File: src/rtl/sum_seg7_display_pkg.sv
// Shared seven-segment constants: digit patterns, blank codes and anode selects.
// All patterns are active-low, bit order {g,f,e,d,c,b,a}.
package seg7_pkg;

  localparam logic [6:0] SEG_0     = 7'b1000000;
  localparam logic [6:0] SEG_1     = 7'b1111001;
  localparam logic [6:0] SEG_2     = 7'b0100100;
  localparam logic [6:0] SEG_3     = 7'b0110000;
  localparam logic [6:0] SEG_4     = 7'b0011001;
  localparam logic [6:0] SEG_5     = 7'b0010010;
  localparam logic [6:0] SEG_6     = 7'b0000010;
  localparam logic [6:0] SEG_7     = 7'b1111000;
  localparam logic [6:0] SEG_8     = 7'b0000000;
  localparam logic [6:0] SEG_9     = 7'b0010000;
  localparam logic [6:0] SEG_BLANK = 7'b1111111;

  localparam logic [3:0] DIGIT_BLANK = 4'hF;

  localparam logic [3:0] AN_OFF  = 4'b1111;
  localparam logic [3:0] AN_DIG0 = 4'b1110;
  localparam logic [3:0] AN_DIG1 = 4'b1101;
  localparam logic [3:0] AN_DIG2 = 4'b1011;
  localparam logic [3:0] AN_DIG3 = 4'b0111;

  typedef logic [3:0] digit_t;

  function automatic logic [3:0] anode_for(input logic [1:0] idx);
    case (idx)
      2'd0:    return AN_DIG0;
      2'd1:    return AN_DIG1;
      2'd2:    return AN_DIG2;
      default: return AN_DIG3;
    endcase
  endfunction

endpackage

File: src/rtl/sum_seg7_display_decode.sv
// Digit code to active-low seven-segment pattern; codes above 9 blank the digit.
module seg7_decode
  import seg7_pkg::*;
(
  input  digit_t     digit,
  output logic [6:0] seg
);

  always_comb begin
    seg = SEG_BLANK;
    case (digit)
      4'd0:    seg = SEG_0;
      4'd1:    seg = SEG_1;
      4'd2:    seg = SEG_2;
      4'd3:    seg = SEG_3;
      4'd4:    seg = SEG_4;
      4'd5:    seg = SEG_5;
      4'd6:    seg = SEG_6;
      4'd7:    seg = SEG_7;
      4'd8:    seg = SEG_8;
      4'd9:    seg = SEG_9;
      default: seg = SEG_BLANK;
    endcase
  end

endmodule

File: src/rtl/sum_seg7_display.sv
// Shows the adder SUM (0..31) as two decimal digits on the 4-digit display,
// latching the synchronised value once per refresh frame; DP of digit 1 marks carry.
module sum_seg7_display
  import seg7_pkg::*;
#(
  parameter int REFRESH_COUNT = 100000,
  parameter int BLANK_CYCLES  = 1000
) (
  input  logic       CLK,
  input  logic       RST_N,
  input  logic [4:0] SUM,
  output logic [6:0] SEG,
  output logic       DP,
  output logic [3:0] AN
);

  localparam int CNT_W = $clog2(REFRESH_COUNT);

  logic [CNT_W-1:0] cnt;
  logic [1:0]       idx;
  logic [4:0]       sync1, sync2, value;
  logic             wrap, blank;
  logic [1:0]       tens;
  digit_t           ones, digit;
  logic [6:0]       seg_next;
  logic             dp_next;

  assign wrap  = (cnt == CNT_W'(REFRESH_COUNT - 1));
  assign blank = (cnt <  CNT_W'(BLANK_CYCLES));

  // Binary to two decimal digits by range compare; value never exceeds 31.
  always_comb begin
    tens = 2'd0;
    ones = value[3:0];
    if (value >= 5'd30) begin
      tens = 2'd3;
      ones = 4'(value - 5'd30);
    end else if (value >= 5'd20) begin
      tens = 2'd2;
      ones = 4'(value - 5'd20);
    end else if (value >= 5'd10) begin
      tens = 2'd1;
      ones = 4'(value - 5'd10);
    end
  end

  always_comb begin
    digit   = DIGIT_BLANK;
    dp_next = 1'b1;
    case (idx)
      2'd0: digit = ones;
      2'd1: begin
        digit   = (tens == 2'd0) ? DIGIT_BLANK : {2'b00, tens};
        dp_next = ~value[4];
      end
      default: digit = DIGIT_BLANK;
    endcase
  end

  seg7_decode u_decode (
    .digit (digit),
    .seg   (seg_next)
  );

  always_ff @(posedge CLK or negedge RST_N) begin
    if (!RST_N) begin
      cnt   <= '0;
      idx   <= '0;
      sync1 <= '0;
      sync2 <= '0;
      value <= '0;
      SEG   <= SEG_BLANK;
      DP    <= 1'b1;
      AN    <= AN_OFF;
    end else begin
      sync1 <= SUM;
      sync2 <= sync1;
      cnt   <= wrap ? '0 : cnt + 1'b1;
      if (wrap) begin
        idx <= idx + 1'b1;
        // Frame boundary: only reload while the last digit slot ends.
        if (idx == 2'd3)
          value <= sync2;
      end
      SEG <= seg_next;
      DP  <= dp_next;
      AN  <= blank ? AN_OFF : anode_for(idx);
    end
  end

endmodule

File: config.mk
export PLATFORM = sky130hd
export DESIGN_NAME = sum_seg7_display
export DESIGN_NICKNAME = d
export VERILOG_FILES = /design/src/rtl/sum_seg7_display_pkg.sv /design/src/rtl/sum_seg7_display_decode.sv /design/src/rtl/sum_seg7_display.sv
export SDC_FILE = /design/constraint.sdc
export NUM_CORES = 1
export LEC_CHECK = 0
export CORE_MARGIN = 4
export CORE_UTILIZATION = 53
export CTS_CLUSTER_DIAMETER = 150
export DETAILED_ROUTE_END_ITERATION = 10
export PLACE_DENSITY = 0.74
export SLEW_MARGIN = 20
export SYNTH_ARGS = -nofsm -noshare
export SYNTH_HDL_FRONTEND = slang
export SYNTH_SLANG_ARGS = --single-unit
File: constraint.sdc
create_clock -name CLK -period 2.8 [get_ports CLK]
set_clock_uncertainty 0.2 [all_clocks]
set_input_delay 0.56 -clock CLK [delete_from_list [all_inputs] [get_ports CLK]]
set_output_delay 0.56 -clock CLK [all_outputs]
set_load 0.1 [all_outputs]
==> impl_metrics.env <==
export IMPL_antenna_cells=0
export IMPL_setup_worst_path_end="SEG[2]$_DFF_PN1_"
export IMPL_synth_seq_cells=46
export IMPL_root_buffer="clkbuf_8"
export IMPL_drt_iter0_drc=130
export IMPL_synthTopCellsByArea="dfrtp_1 39%, dfstp_2 14%, ha_1 8.6%, xnor2_1 4.0%, nand2_1 3.1%"
export IMPL_yosysSeqAreaShare_pct=53.3
export IMPL_syn_area_sq_um=2190
export IMPL_fin_cells=269
export IMPL_cp_num_buf_inv=3
export IMPL_syn_avg_cell_area_sq_um=11.3
export IMPL_reg2reg_slack_ns=0.16
export IMPL_start_util_pct=54.6
export IMPL_cts_tree="yes"
export IMPL_syn_inst=194
export IMPL_cellPowerDensity_nw_per_um2=500
export IMPL_drt_wl_total_mm=3.94
export IMPL_cp_max_fo=6
export IMPL_p_total_w=0.00127
export IMPL_antenna_found_initial=0
export IMPL_period_needed_ns=2.64
export IMPL_r2r_start="value[1]$_DFFE_PN0P_"
export IMPL_finalCritPeriodShare_pct=94.5
export IMPL_hold_buffers=0
export IMPL_grt_pass1_vias=1579
export IMPL_finalSetupViolCount=0
export IMPL_start_kind="register"
export IMPL_critPathSlowestCell="dfrtp_2"
export IMPL_drive_above_1_share_pct=21.5
export IMPL_ys_types=42
export IMPL_setup_ws_ns=0.155
export IMPL_die_area_sq_um=5220
export IMPL_worstSkewPairLatency_ns=0.30
export IMPL_critical_path_depth=11
export IMPL_reg2reg_depth=11
export IMPL_cts_buffer_depth=2
export IMPL_dp_hpwl_mm=2.85
export IMPL_grt_use_total_pct=17.1
export IMPL_synth_edf_count=0
export IMPL_crit_family="compound AO/OA/AOI/OAI gates"
export IMPL_critPathKind="reg2reg"
export IMPL_critPathMaxStageDelay_ns=0.42
export IMPL_cp_common_cell="inv_1"
export IMPL_firstDrtPassIters=4
export IMPL_cts_buffers=5
export IMPL_slew_headroom_pct=64.3
export IMPL_cap_viol_max_count=0
export IMPL_dp_worst_setup_slack_ns=0.113
export IMPL_p_leak_nw=1.15
export IMPL_cp_required_ns=2.84
export IMPL_wl_per_cell_microns=14.6
export IMPL_grt_ovfl_total=0
export IMPL_synth_most_common_cell="dfrtp_1"
export IMPL_final_max_slew_viol_count=0
export IMPL_peakVddDrop_mv=0.452
export IMPL_die_w_microns=72.2
export IMPL_setup_tns_ns=0
export IMPL_vias_per_cell=5.70
export IMPL_synth_nets=216
export IMPL_area_growth_pct=16.5
export IMPL_grt_first_pass_wirelength_mm=6.96
export IMPL_final_fill_count=298
export IMPL_grt_max_degree=47
export IMPL_coreArea_sq_um=4000
export IMPL_yosysTopAreaCell="dfrtp_1"
export IMPL_status="completed"
export IMPL_ys_async_sr_fraction_pct=100
export IMPL_yosysTopAreaCellShare_pct=38.9
export IMPL_vias=1532
export IMPL_htree_num_levels=2
export IMPL_clock_fmax_ghz=0.378
export IMPL_ys_top_cells_by_count="34 x dfrtp_1, 18 x nand2_1, 15 x ha_1"
export IMPL_rsz0062_at_grt="false"
export IMPL_startpoint="value[1]$_DFFE_PN0P_"
export IMPL_ys_flop_type="dfrtp_1"
export IMPL_cp_arrival_ns=2.68
export IMPL_tightest_slew_ns=0.532
export IMPL_drcViolationCount=0
export IMPL_crit_chain="inv_1 > ha_1 > nor2b_1 > o31a_1 > a2111oi_1 > a311o_1 > inv_1 > ha_1 > inv_1 > a21oi_1 > a211o_1"
export IMPL_hold_violations=0
export IMPL_ant_nets=0
export IMPL_place_congestion=1.01
export IMPL_place_inst=261
export IMPL_cp_end_kind="register"
export IMPL_io_buffers=18
export IMPL_yosys_warnings=0
export IMPL_hp_class="in2async"
export IMPL_rows=23
export IMPL_die_y_microns=72.2
export IMPL_nets=240
export IMPL_clk_pin_slew_worst_paths_ns=0.09
export IMPL_io_pin_count=19
export IMPL_clock_sinks=46
export IMPL_r2r_end="SEG[2]$_DFF_PN1_"
## cell type report
class,count,area [sq um],area share (%)
Inverter,9,33.8,1.33
Sequential cell,46,1170,45.9
Clock inverter,3,68.8,2.70
Tap cell,50,62.6,2.46
Multi-Input combinational cell,136,982,38.6
Clock buffer,5,68.8,2.70
Timing Repair Buffer,20,163,6.39
## registers in the layout, summed over array words and instances, names as in the netlist
register,flops
SEG,7
sync1,5
cnt,17
sync2,5
AN,4
idx,2
value,5
DP,1
## how the worst min path moves through the flow
stage                                  start                    to  slack [ns]  cells past startpoint
after CTS                 sync1[1]$_DFF_PN0_    sync2[1]$_DFF_PN0_        0.16                      0
after global routing                   RST_N  value[0]$_DFFE_PN0P_        0.09                      1
after global placement    sync1[1]$_DFF_PN0_    sync2[1]$_DFF_PN0_        0.14                      0
final                                  RST_N  value[0]$_DFFE_PN0P_        0.05                      1
after detailed placement  sync1[1]$_DFF_PN0_    sync2[1]$_DFF_PN0_        0.14                      0
after floorplan                        RST_N      cnt[0]$_DFF_PN0_        0.06                      0
## repair_timing
item / CTS / global route
setup endpoints to repair: 0 / 5
buffers inserted: 0 / 0
resized for setup: 0 / 6
## cells in the final DEF, fill, tap and decap left out, types with 2 or more instances in the layout
cell type        instances
o21ai_0                  6
bufinv_16                2
nand3_1                 11
mux2_2                   5
dfrtp_2                  2
nand2_1                 18
a21o_1                   3
o31a_1                   2
buf_4                   15
ha_1                    14
and3_1                   5
a2bb2oi_1                2
xnor2_1                 10
nor3_1                   3
clkdlybuf4s50_1          5
nor4_1                   2
nor2_1                  11
nand2b_1                 4
nor2b_1                  5
xor2_1                   6
dfrtp_1                 32
or3_1                    2
clkbuf_8                 5
and2_1                   2
a21oi_1                  4
inv_1                    9
dfstp_2                 12
## per-layer routing
layer	global-route usage, %	vias up	part of all wire, %	routed length (microns)
li1	-	720	-	-
met1	21.0	756	44	1740
met2	28.4	47	49	1920
met3	4.02	9	4.9	195
met4	7.93	0	2.2	85
met5	0	-	0	0
## cells by family after synthesis
kind of cell	share of synthesized area, %
XOR/XNOR	6.41
AND/OR/NAND/NOR	16.0
adder cells (fa/ha/maj)	8.59
AO/OA/AOI/OAI	11.0
multiplexers	2.58
flip-flops	53.3
buffers and inverters	2.12
## power by group
group	switching, W	total [W]	internal, W
clock network	0.000224	0.000582	0.000357
registers	0.00000178	0.000674	0.000672
logic	0.0000125	0.0000194	0.00000698
total	0.000239	0.00127	0.00104
## per-stage QoR
| step | area [sq um] | utilization [%] | hold slack, ns |
|---|---|---|---|
| global placement | 2400 | 59.9 | 0.136 |
| CTS | 2530 | 63.3 | 0.157 |
| global route | 2550 | 63.7 | 0.0858 |
| floorplan | 2190 | - | 0.0644 |
| finish | 2550 | 63.7 | 0.0463 |
| detailed placement | 2400 | 59.9 | 0.136 |
Note: power is estimated with default switching activity, not from simulation.
